==> config.mk <==
export PLATFORM = sky130hd
export DESIGN_NAME = gerador_sincronismo_vga
export DESIGN_NICKNAME = d
export VERILOG_FILES = /design/src/rtl/gerador_sincronismo_vga_pkg.sv /design/src/rtl/gerador_sincronismo_vga_contador_modulo_n.sv /design/src/rtl/gerador_sincronismo_vga.sv
export SDC_FILE = /design/constraint.sdc
export NUM_CORES = 1
export LEC_CHECK = 0
export ABC_CLOCK_PERIOD_IN_PS = 2350
export CORE_MARGIN = 5
export CORE_UTILIZATION = 45
export DETAILED_ROUTE_END_ITERATION = 7
export PLACE_DENSITY = 0.74
export SYNTH_ARGS = -nofsm -noshare
export SYNTH_HDL_FRONTEND = slang
export SYNTH_SLANG_ARGS = --single-unit
==> constraint.sdc <==
create_clock -name clk -period 2.35 [get_ports clk]
set_input_delay 0.235 -clock clk [delete_from_list [all_inputs] [get_ports clk]]
set_output_delay 0.235 -clock clk [all_outputs]
set_load 0.02 [all_outputs]
==> src/rtl/gerador_sincronismo_vga_pkg.sv <==
// Shared timing constants for the VGA sync generator (640x480@60 Hz defaults).
// Also holds the counter width and the helper that sums porch/sync widths into a total.
package gerador_sincronismo_vga_pkg;

  localparam int CNT_W         = 10;
  localparam int CNT_MAX_TOTAL = 1 << CNT_W;

  localparam int DEF_H_VISIVEL = 640;
  localparam int DEF_H_FRONT   = 16;
  localparam int DEF_H_SYNC    = 96;
  localparam int DEF_H_BACK    = 48;
  localparam int DEF_V_VISIVEL = 480;
  localparam int DEF_V_FRONT   = 10;
  localparam int DEF_V_SYNC    = 2;
  localparam int DEF_V_BACK    = 33;

  // 0 = active-low sync pulses, 1 = active-high
  localparam bit DEF_SYNC_POL  = 1'b0;

  function automatic int timing_total(input int visivel, input int front,
                                      input int sync, input int back);
    return visivel + front + sync + back;
  endfunction

  localparam int DEF_H_TOTAL = timing_total(DEF_H_VISIVEL, DEF_H_FRONT, DEF_H_SYNC, DEF_H_BACK);
  localparam int DEF_V_TOTAL = timing_total(DEF_V_VISIVEL, DEF_V_FRONT, DEF_V_SYNC, DEF_V_BACK);

  typedef logic [CNT_W-1:0] contador_t;

endpackage

==> src/rtl/gerador_sincronismo_vga_contador_modulo_n.sv <==
// Enabled modulo-N counter with a combinational terminal-count flag.
// Wraps through an explicit compare against N-1, never through natural overflow.
module contador_modulo_n #(
  parameter int N = 800,
  parameter int W = 10
) (
  input  logic         clk,
  input  logic         reset,
  input  logic         en,
  output logic [W-1:0] count,
  output logic         terminal
);

  localparam logic [W-1:0] ULTIMO = W'(N - 1);

  assign terminal = (count == ULTIMO);

  // NOTE: sequential state uses non-blocking assignments so every register
  // samples pre-edge values, independent of process evaluation order.
  always_ff @(posedge clk or posedge reset) begin
    if (reset) begin
      count <= '0;
    end else if (en) begin
      count <= terminal ? '0 : count + W'(1);
    end
  end

endmodule

==> src/rtl/gerador_sincronismo_vga.sv <==
// VGA pixel/line timing generator: position counters plus sync, visible-area
// and end-of-line/frame decodes, advanced by a pixel-rate enable.
module gerador_sincronismo_vga
  import gerador_sincronismo_vga_pkg::*;
#(
  parameter int H_VISIVEL = DEF_H_VISIVEL,
  parameter int H_FRONT   = DEF_H_FRONT,
  parameter int H_SYNC    = DEF_H_SYNC,
  parameter int H_BACK    = DEF_H_BACK,
  parameter int V_VISIVEL = DEF_V_VISIVEL,
  parameter int V_FRONT   = DEF_V_FRONT,
  parameter int V_SYNC    = DEF_V_SYNC,
  parameter int V_BACK    = DEF_V_BACK,
  parameter bit SYNC_POL  = DEF_SYNC_POL
) (
  input  logic             clk,
  input  logic             reset,
  input  logic             pixel_en,
  output logic [CNT_W-1:0] hCount,
  output logic [CNT_W-1:0] vCount,
  output logic             hsync,
  output logic             vsync,
  output logic             video_on,
  output logic             fim_h,
  output logic             fim_quadro,
  output logic             inicio_quadro
);

  localparam int H_TOTAL = timing_total(H_VISIVEL, H_FRONT, H_SYNC, H_BACK);
  localparam int V_TOTAL = timing_total(V_VISIVEL, V_FRONT, V_SYNC, V_BACK);

  if (H_TOTAL > CNT_MAX_TOTAL || V_TOTAL > CNT_MAX_TOTAL) begin : g_total_invalido
    $error("gerador_sincronismo_vga: H_TOTAL/V_TOTAL must not exceed %0d", CNT_MAX_TOTAL);
  end

  // Window bounds get one extra bit so a window ending exactly at 1024 still compares correctly.
  localparam int DW = CNT_W + 1;
  localparam logic [DW-1:0] H_VIS_FIM = DW'(H_VISIVEL);
  localparam logic [DW-1:0] HS_INI    = DW'(H_VISIVEL + H_FRONT);
  localparam logic [DW-1:0] HS_FIM    = DW'(H_VISIVEL + H_FRONT + H_SYNC);
  localparam logic [DW-1:0] V_VIS_FIM = DW'(V_VISIVEL);
  localparam logic [DW-1:0] VS_INI    = DW'(V_VISIVEL + V_FRONT);
  localparam logic [DW-1:0] VS_FIM    = DW'(V_VISIVEL + V_FRONT + V_SYNC);

  logic          fim_v;
  logic          avanca_v;
  logic [DW-1:0] h_ext;
  logic [DW-1:0] v_ext;
  logic          hsync_ativo;
  logic          vsync_ativo;

  contador_modulo_n #(.N(H_TOTAL), .W(CNT_W)) u_cont_h (
    .clk      (clk),
    .reset    (reset),
    .en       (pixel_en),
    .count    (hCount),
    .terminal (fim_h)
  );

  assign avanca_v = pixel_en & fim_h;

  contador_modulo_n #(.N(V_TOTAL), .W(CNT_W)) u_cont_v (
    .clk      (clk),
    .reset    (reset),
    .en       (avanca_v),
    .count    (vCount),
    .terminal (fim_v)
  );

  // NOTE: decodes are pure combinational functions of the registered counters,
  // so they change in the same cycle as hCount/vCount with no extra latency.
  assign h_ext       = {1'b0, hCount};
  assign v_ext       = {1'b0, vCount};
  assign hsync_ativo = (h_ext >= HS_INI) && (h_ext < HS_FIM);
  assign vsync_ativo = (v_ext >= VS_INI) && (v_ext < VS_FIM);
  assign hsync       = SYNC_POL ? hsync_ativo : ~hsync_ativo;
  assign vsync       = SYNC_POL ? vsync_ativo : ~vsync_ativo;
  assign video_on    = (h_ext < H_VIS_FIM) && (v_ext < V_VIS_FIM);
  assign fim_quadro  = fim_h & fim_v;

  // Sampled every clk, so a pulse set on the wrap edge clears on the very next edge.
  always_ff @(posedge clk or posedge reset) begin
    if (reset) begin
      inicio_quadro <= 1'b0;
    end else begin
      inicio_quadro <= pixel_en & fim_quadro;
    end
  end

endmodule

After elaboration in Yosys (flattened, before gate mapping)
Cells that the tools add are included.

word-level totals
  register bits = 21
  bits of input ports = 3
  logic and storage cells = 23
  output and inout bits = 26

operators by class
  multiplexer cells = 2
  bitwise operators = 5
  magnitude comparators = 6
  eq/ne operators = 2
  reductions and logical operators = 3
  add/sub/neg operators = 2

operators by type and width
  cell                   count
  $add 10x1->10 const B  2
  $eq 10x10->1 const B   2
  $lt 10x10->1 const B   2
  $lt 10x9->1 const B    2
  $mux 10                2
  $ge 10x10->1 const B   1
  $ge 10x9->1 const B    1
  $and 1x1->1            3
  $logic_and 1x1->1      3
  $not 1->1              2

Logic depth before layout (Yosys ltp)
Gate-level depths: netlist of run 1.

  word-level depth = 3
  gate-level depth with buffers = 6
  depth with buffers taken out = 5

By module
Synthesis of run 1 repeated with hierarchy kept, for this count alone.

unflattened totals
  cells, all modules = 120
  area, all modules = 1154.9 µm²

modules (own cells, without submodules)
  module                         area an instance (µm²)  times used  seq. area each (µm²)  cells an instance
  contador_modulo_n at u_cont_v  536.8                   1           250.2                 55
  contador_modulo_n at u_cont_h  510.5                   1           250.2                 51
  gerador_sincronismo_vga        107.6                   1           25.0                  14

Worst setup path after synthesis of run 1
No wires, ideal clock.

  path type = register to output
  start point = register u_cont_h.count[0]
  end point = output fim_quadro
  required time = 2.115 ns
  path buffers = 0
  cell stages (with the launch flop) = 5
  slack = 0.138 ns
  data arrival time = 1.977 ns
  cells stage by stage = dfrtp_1 > ha_1 > nand3_1 > nor4_1 > nor2b_1

on the way
  cells in the longest elaborated chain, start to end = 2

ends and longest elaborated chain
  what                    line                                             text
  start, declared         gerador_sincronismo_vga_contador_modulo_n.sv:10  output logic [W-1:0] count,
  start signal, assigned  gerador_sincronismo_vga_contador_modulo_n.sv:24  count <= terminal ? '0 : count + W'(1);
  $eq 10x10->1            gerador_sincronismo_vga_contador_modulo_n.sv:16  assign terminal = (count == ULTIMO);
  named net fim_h         gerador_sincronismo_vga.sv:24                    output logic fim_h,
  $and 1x1->1             gerador_sincronismo_vga.sv:79                    assign fim_quadro = fim_h & fim_v;
  end, declared           gerador_sincronismo_vga.sv:25                    output logic fim_quadro,

The timed path passes the listed nets, and every way through them passes these cells.

Final worst setup path of run 1
  start point = register u_cont_h.count[5]
  end point = output hsync

on the way
  cells in the longest elaborated chain, start to end = 3
  elaborated cells on any way between the ends = 4
  classes of those cells = 2 x order compare; 1 x bitwise; 1 x reduce/logical

ends and longest elaborated chain
  what                                          line                           text
  $ge 10x10->1 or $lt 10x10->1 (tied branches)  gerador_sincronismo_vga.sv:74  assign hsync_ativo = (h_ext >= HS_INI) && (h_ext < HS_FIM);
  $logic_and 1x1->1 *                           gerador_sincronismo_vga.sv:74
  $not 1->1 *                                   gerador_sincronismo_vga.sv:76  assign hsync = SYNC_POL ? hsync_ativo : ~hsync_ativo;
  end, declared                                 gerador_sincronismo_vga.sv:21  output logic hsync,

Mark *: on every way between the ends. The rest lies on a longest branch, timed or not.

==> results.txt, run 1 <==
run status: complete, no violations
Layout Skew: 5.30 ps
std cell rows: 18
# diodes: 0
Synth top cells by count: 21 x dfrtp_1, 9 x nand2_1, 9 x nand3_1, 9 x nor2_1, 7 x nand4_1
TritonCTS clock tree: built
Slew @ Worst Pin: 817 ps
Synth area leader: dfrtp_1
smallest hold slack: 369 ps
Critical Path RT: 2120 ps
post-layout min period: 2250 ps
Crit Reg-Reg Startpoint: u_cont_h.count[0]$_DFFE_PP0P_
Final Util: 0.621
Syn Std Cell Area: 0.00120 mm2
Initial Utilization: 0.478
EDFF count, synth: 0
Slew Viols, Final: 0
IO Count: 29
Worst Path Max Fanout: 12
via count: 1009
DR pass1 iterations: 4
initial antenna violation count: 0
PortBufs: 28
syn avg cell area: 10.2 um2
Final WS setup: 101 ps
Rel. slew slack: 0.455
Place WS: 251 ps
DR DRC count: 0
Yosys top cell area share: 0.439
layout cells sized above 1: 0.121
detailed placement HPWL: 1.99 mm
GRT overflow: 0
clk root buf: clkbuf_4
Yosys cell types: 37
post-route ant nets: 0
Setup TNS: 0 ps
Worst Reg2Reg Path Length in Cells: 5
Cell Pwr Density: 691 mW/mm2
DR iter-0 viols: 18
Vias/cell: 5.64
CP cell instances: and3_1, or4_1, clkdlybuf4s50_1
Worst Path Arrival: 2010 ps
drt total wl: 2.70 mm
H-tree depth: 1
TritonCTS Sinks: 21
# nets final: 158
RR Endpoint: u_cont_v.count[5]$_DFFE_PP0P_
synth top area cells: dfrtp_1 44%, ha_1 5.2%, xnor2_1 4.4%
leakage dissipation: 0.698 nW
largest net degree at the start of global routing: 22
FFs w/ async S/R, synth: 1.00
Main synth FF type: dfrtp_1
Worst setup EP type: output pin
startpoint types: flip-flop
Cell Count, Final, Fillers Out: 179
synth-to-layout area growth: 29.8%
FF+latch count, synth: 21
Crit Path Class: flip-flop to output pin
first-pass GRT wire length: 4.35 mm
Hold WC Path Type: primary input to asynchronous set/reset pin
post-cts hold buffer count: 0
Critical-path top delay cell: clkdlybuf4s50_1
Post-Synthesis Net Count: 125
sequential area share after synthesis: 0.439
area of the core: 0.00250 mm2
Final Hold Vio Count: 0
# setup viols final: 0
crit-path max cell delay: 550 ps
crit share post-route: 0.957
Clk pin slew, worst setup/hold paths: 120 ps
CTS Buf Count: 3
Mapped Cells: 117
routability cong.: 0.841
Die W: 61.6 um
Clock Latency Late Sink: 310 ps
YS warnings: 0
r2r setup slk: 340 ps
gr usage total: 0.158
Post-CTS Setup Bufs: 0
RSZ-0062 raised after global routing: false
Die Ht: 61.6 um
placed cell count: 175
CTS max path bufs: 2
Max VDD drop: 547 uV
most numerous cell in the Yosys netlist: dfrtp_1
maxcap violations: 0
Die Area: 0.00379 mm2
Fmax achieved: 445 MHz
number of global-route vias before repair: 934
DR WL/cell: 15.1 um
per-stage QoR:
stage               total power, mW  cell area [um2]
finish                         1.07             1550
global route                   1.14             1550
global placement              0.881             1520
CTS                            1.08             1550
floorplan                     0.746             1200
detailed placement            0.896             1520
per-layer routing:
metal / part of all wire / routed length, um / global-route usage
met1: 0.46 / 1240 / 0.216
met2: 0.49 / 1320 / 0.248
met3: 0.047 / 126 / 0.0461
met4: 0.0059 / 16 / 0.0364
met5: 0 / 0 / 0
state kept, by name, summed over array words and instances, names as in the netlist:
signal and flops:
u_cont_v.count 10, u_cont_h.count 10, inicio_quadro 1
cells in the final DEF, fill, tap and decap left out, drive strengths merged, types with 3 or more instances in the layout:
master | netlist | layout
clkbuf | 3 | 4
nand4 | 8 | 8
ha | 5 | 5
clkdlybuf4s50 | 0 | 26
nor3 | 4 | 4
buf | 2 | 5
xor2 | 4 | 4
nor4 | 3 | 3
nor2 | 9 | 9
xnor2 | 7 | 7
inv | 5 | 5
nand3 | 9 | 9
mux2i | 3 | 3
dfrtp | 21 | 21
nand2 | 9 | 9
o21ai | 3 | 3
repair_timing:
item,4_1_cts,5_1_grt
pin swaps,0,0
gates resized for setup,2,3
setup endpoints to repair,1,2
layout make-up:
| type | instances | area [um2] |
|---|---|---|
| inverter | 5 | 18.8 |
| fill | 214 | 947 |
| tap | 30 | 37.5 |
| multi-input combinational | 86 | 622 |
| timing repair buffer | 33 | 319 |
| sequential | 21 | 529 |
| clock buffer | 4 | 26.3 |
kinds of logic (layout without fill, tap and decap cells):
| family | after synthesis | count (layout) | share of synthesized area |
|---|---|---|---|
| DFF | 21 | 21 | 0.439 |
| buffers and inverters | 10 | 42 | 0.0408 |
| AOI/OAI and AO/OA | 10 | 10 | 0.0523 |
| and+or+nand+nor | 56 | 56 | 0.294 |
| adders and majority gates | 5 | 5 | 0.0523 |
| xor gates and xnor gates | 11 | 11 | 0.0868 |
| muxes | 4 | 4 | 0.0345 |
where the power goes:
part / internal (mW) / switching (mW) / leakage (nW)
clock: 0.0663 / 0.116 / 0.0150
sequential: 0.423 / 0.126 / 0.262
combinational: 0.171 / 0.171 / 0.422
total: 0.660 / 0.413 / 0.698
worst max path at each step:
stage                                             start  slack, ps  cells after the start                             to
after floorplan           u_cont_h.count[0]$_DFFE_PP0P_        140                      4                     fim_quadro
after global placement                         pixel_en        280                      5  u_cont_v.count[5]$_DFFE_PP0P_
after detailed placement                       pixel_en        250                      5  u_cont_v.count[5]$_DFFE_PP0P_
after CTS                 u_cont_h.count[5]$_DFFE_PP0P_         20                      3                          hsync
after global routing      u_cont_h.count[5]$_DFFE_PP0P_         20                      3                          hsync
final                     u_cont_h.count[5]$_DFFE_PP0P_        100                      3                          hsync
worst max-delay path, delay by kind of cell, from the launching register on:
family	cells	cell delay, ps
flip-flops	1	510
AND/OR/NAND/NOR	2	640
buffers and inverters	1	550
(Power assumes the default switching activity.)
==> run 2: changes to the inputs <==
--- a/config.mk
+++ b/config.mk
@@ -10,6 +10,7 @@
 export CORE_UTILIZATION = 45
 export DETAILED_ROUTE_END_ITERATION = 7
 export PLACE_DENSITY = 0.74
+export SLEW_MARGIN = 20
 export SYNTH_ARGS = -nofsm -noshare
 export SYNTH_HDL_FRONTEND = slang
 export SYNTH_SLANG_ARGS = --single-unit
==> results of run 2 <==
Same layout as run 1: the final DEF is identical, and so are final timing and power.
==> run 3: changes to the inputs <==
--- a/config.mk
+++ b/config.mk
@@ -5,11 +5,11 @@
 export SDC_FILE = /design/constraint.sdc
 export NUM_CORES = 1
 export LEC_CHECK = 0
-export ABC_CLOCK_PERIOD_IN_PS = 2350
+export ABC_CLOCK_PERIOD_IN_PS = 2760
 export CORE_MARGIN = 5
-export CORE_UTILIZATION = 45
+export CORE_UTILIZATION = 41
 export DETAILED_ROUTE_END_ITERATION = 7
-export PLACE_DENSITY = 0.74
+export PLACE_DENSITY = 0.68
 export SLEW_MARGIN = 20
 export SYNTH_ARGS = -nofsm -noshare
 export SYNTH_HDL_FRONTEND = slang
==> constraint.sdc (replaced) <==
create_clock -name clk -period 2.76 [get_ports clk]
set_input_delay 0.276 -clock clk [delete_from_list [all_inputs] [get_ports clk]]
set_output_delay 0.276 -clock clk [all_outputs]
set_load 0.02 [all_outputs]
==> results.txt, run 3 (synthesis gave the netlist of run 1 again) <==
Slew Viols, Final: 0
CTS max path bufs: 2
Die Area: 0.00410 mm2
CP cell instances: ha_1, nand3_1, nor4_1, nor2b_1, clkdlybuf4s50_1
DR iter-0 viols: 38
Pwr Total: 0.895 mW
Rel. slew slack: 0.462
via count: 987
Cell Count, Final, Fillers Out: 177
number of global-route vias before repair: 956
Final Util: 0.549
Final Hold Vio Count: 0
Setup TNS: 0 ps
fillers: 277
area of the core: 0.00278 mm2
maxcap violations: 0
Initial Utilization: 0.430
startpoint types: flip-flop
Buffers & Inverters on Critical Path: 1
detailed placement HPWL: 1.93 mm
Layout Skew: 4.07 ps
crit-path max cell delay: 610 ps
# diodes: 0
Max VDD drop: 596 uV
CTS Buf Count: 3
most common cell after layout, fill and taps aside: clkdlybuf4s50_1
post-route ant nets: 0
initial antenna violation count: 0
first-pass GRT wire length: 4.46 mm
register area: 526 um2
Clk pin slew, worst setup/hold paths: 110 ps
Worst setup EP type: output pin
IO Count: 29
Critical Path RT: 2480 ps
Crit Path Class: flip-flop to output pin
Cell Pwr Density: 586 mW/mm2
Clock Latency Late Sink: 290 ps
DR WL/cell: 14.5 um
drt total wl: 2.57 mm
top flop regs: u_cont_h.count (10), u_cont_v.count (10), inicio_quadro (1)
smallest hold slack: 421 ps
crit share post-route: 0.871
DR DRC count: 0
leakage dissipation: 0.663 nW
Vias/cell: 5.58
H-tree depth: 1
Slew @ Worst Pin: 806 ps
# nets final: 155
Hold WC Path Type: primary input to asynchronous set/reset pin
gr usage total: 0.134
Fmax achieved: 416 MHz
TritonCTS clock tree: built
Critical-path top delay cell: clkdlybuf4s50_1
placed cell count: 173
routability cong.: 0.852
synth-to-layout area growth: 27.6%
run status: complete, no violations
std cell rows: 19
Top Family by Delay on Critical Path: buffers and inverters
Die Ht: 64.0 um
DR pass1 iterations: 4
highest-count cells in the layout ignoring fill and taps: 28 x clkdlybuf4s50_1, 21 x dfrtp_1, 9 x nor2_1, 9 x nand2_1, 9 x nand3_1
post-layout min period: 2400 ps
RSZ-0062 raised after global routing: false
Die W: 64.0 um
# setup viols final: 0
TritonCTS Sinks: 21
PortBufs: 28
post-CTS sizing: 0
Worst Path Max Fanout: 5
post-cts hold buffer count: 0
Post-CTS Setup Bufs: 0
Worst Path Arrival: 2130 ps
largest net degree at the start of global routing: 22
clk root buf: clkbuf_4
GRT overflow: 0
layout cells sized above 1: 0.0822
Multi-input gate area: 622 um2
[run 3: cell types whose count changed in the layout (fill, tap and decap cells not counted), sizes merged]
cell,change
buf,-3
clkdlybuf4s50,+2
dlygate4sd2,-1
dlymetal6s2s,-1
[run 3: where the power goes]
| part | switching, mW | internal, mW | total [mW] |
|---|---|---|---|
| registers | 0.106 | 0.356 | 0.462 |
| logic | 0.146 | 0.143 | 0.289 |
| clock network | 0.0875 | 0.0562 | 0.144 |
| total | 0.340 | 0.555 | 0.895 |
[run 3: final timing paths]
check	cells past startpoint	to	slack [ps]	from
max in group asynchronous	2	u_cont_h.count[6]$_DFFE_PP0P_	1840	reset
worst min-delay path	2	u_cont_h.count[7]$_DFFE_PP0P_	420	reset
worst max register to register	5	u_cont_v.count[5]$_DFFE_PP0P_	710	u_cont_h.count[0]$_DFFE_PP0P_
worst max-delay path	5	fim_quadro	360	u_cont_h.count[0]$_DFFE_PP0P_
worst min register to register	1	u_cont_v.count[8]$_DFFE_PP0P_	510	u_cont_v.count[8]$_DFFE_PP0P_
min in group clk	1	u_cont_v.count[8]$_DFFE_PP0P_	510	u_cont_v.count[8]$_DFFE_PP0P_
[run 3: per-stage QoR]
| stage | cell area (um2) | setup slack, ps |
|---|---|---|
| 2_1_floorplan | 1200 | 507 |
| 3_3_place_gp | 1500 | 538 |
| 3_5_place_dp | 1500 | 499 |
| 4_1_cts | 1530 | 297 |
| 5_1_grt | 1530 | 172 |
| 6_report | 1530 | 356 |
[run 3: layout make-up]
class / count / area share
inverters: 5 / 0.0123
clock buffers: 4 / 0.0172
well taps: 31 / 0.0254
multi-input cells: 86 / 0.407
flip-flops and latches: 21 / 0.344
repair buffers: 30 / 0.193
[run 3: worst register-to-register path: cells and delay by family (launching register included)]
kind | cells | cell delay [ps]
AND/OR/NAND/NOR | 3 | 1090
flip-flops | 1 | 450
XOR/XNOR | 1 | 130
adder cells (fa/ha/maj) | 1 | 280
[run 3: metal layers]
metal  wire length [um]  GRT usage  vias up
met2               1230      0.216       16
met4                 17     0.0390        0
li1                   -          -      474
met3                103     0.0385        2
met1               1210      0.174      495
met5                  0          0        -
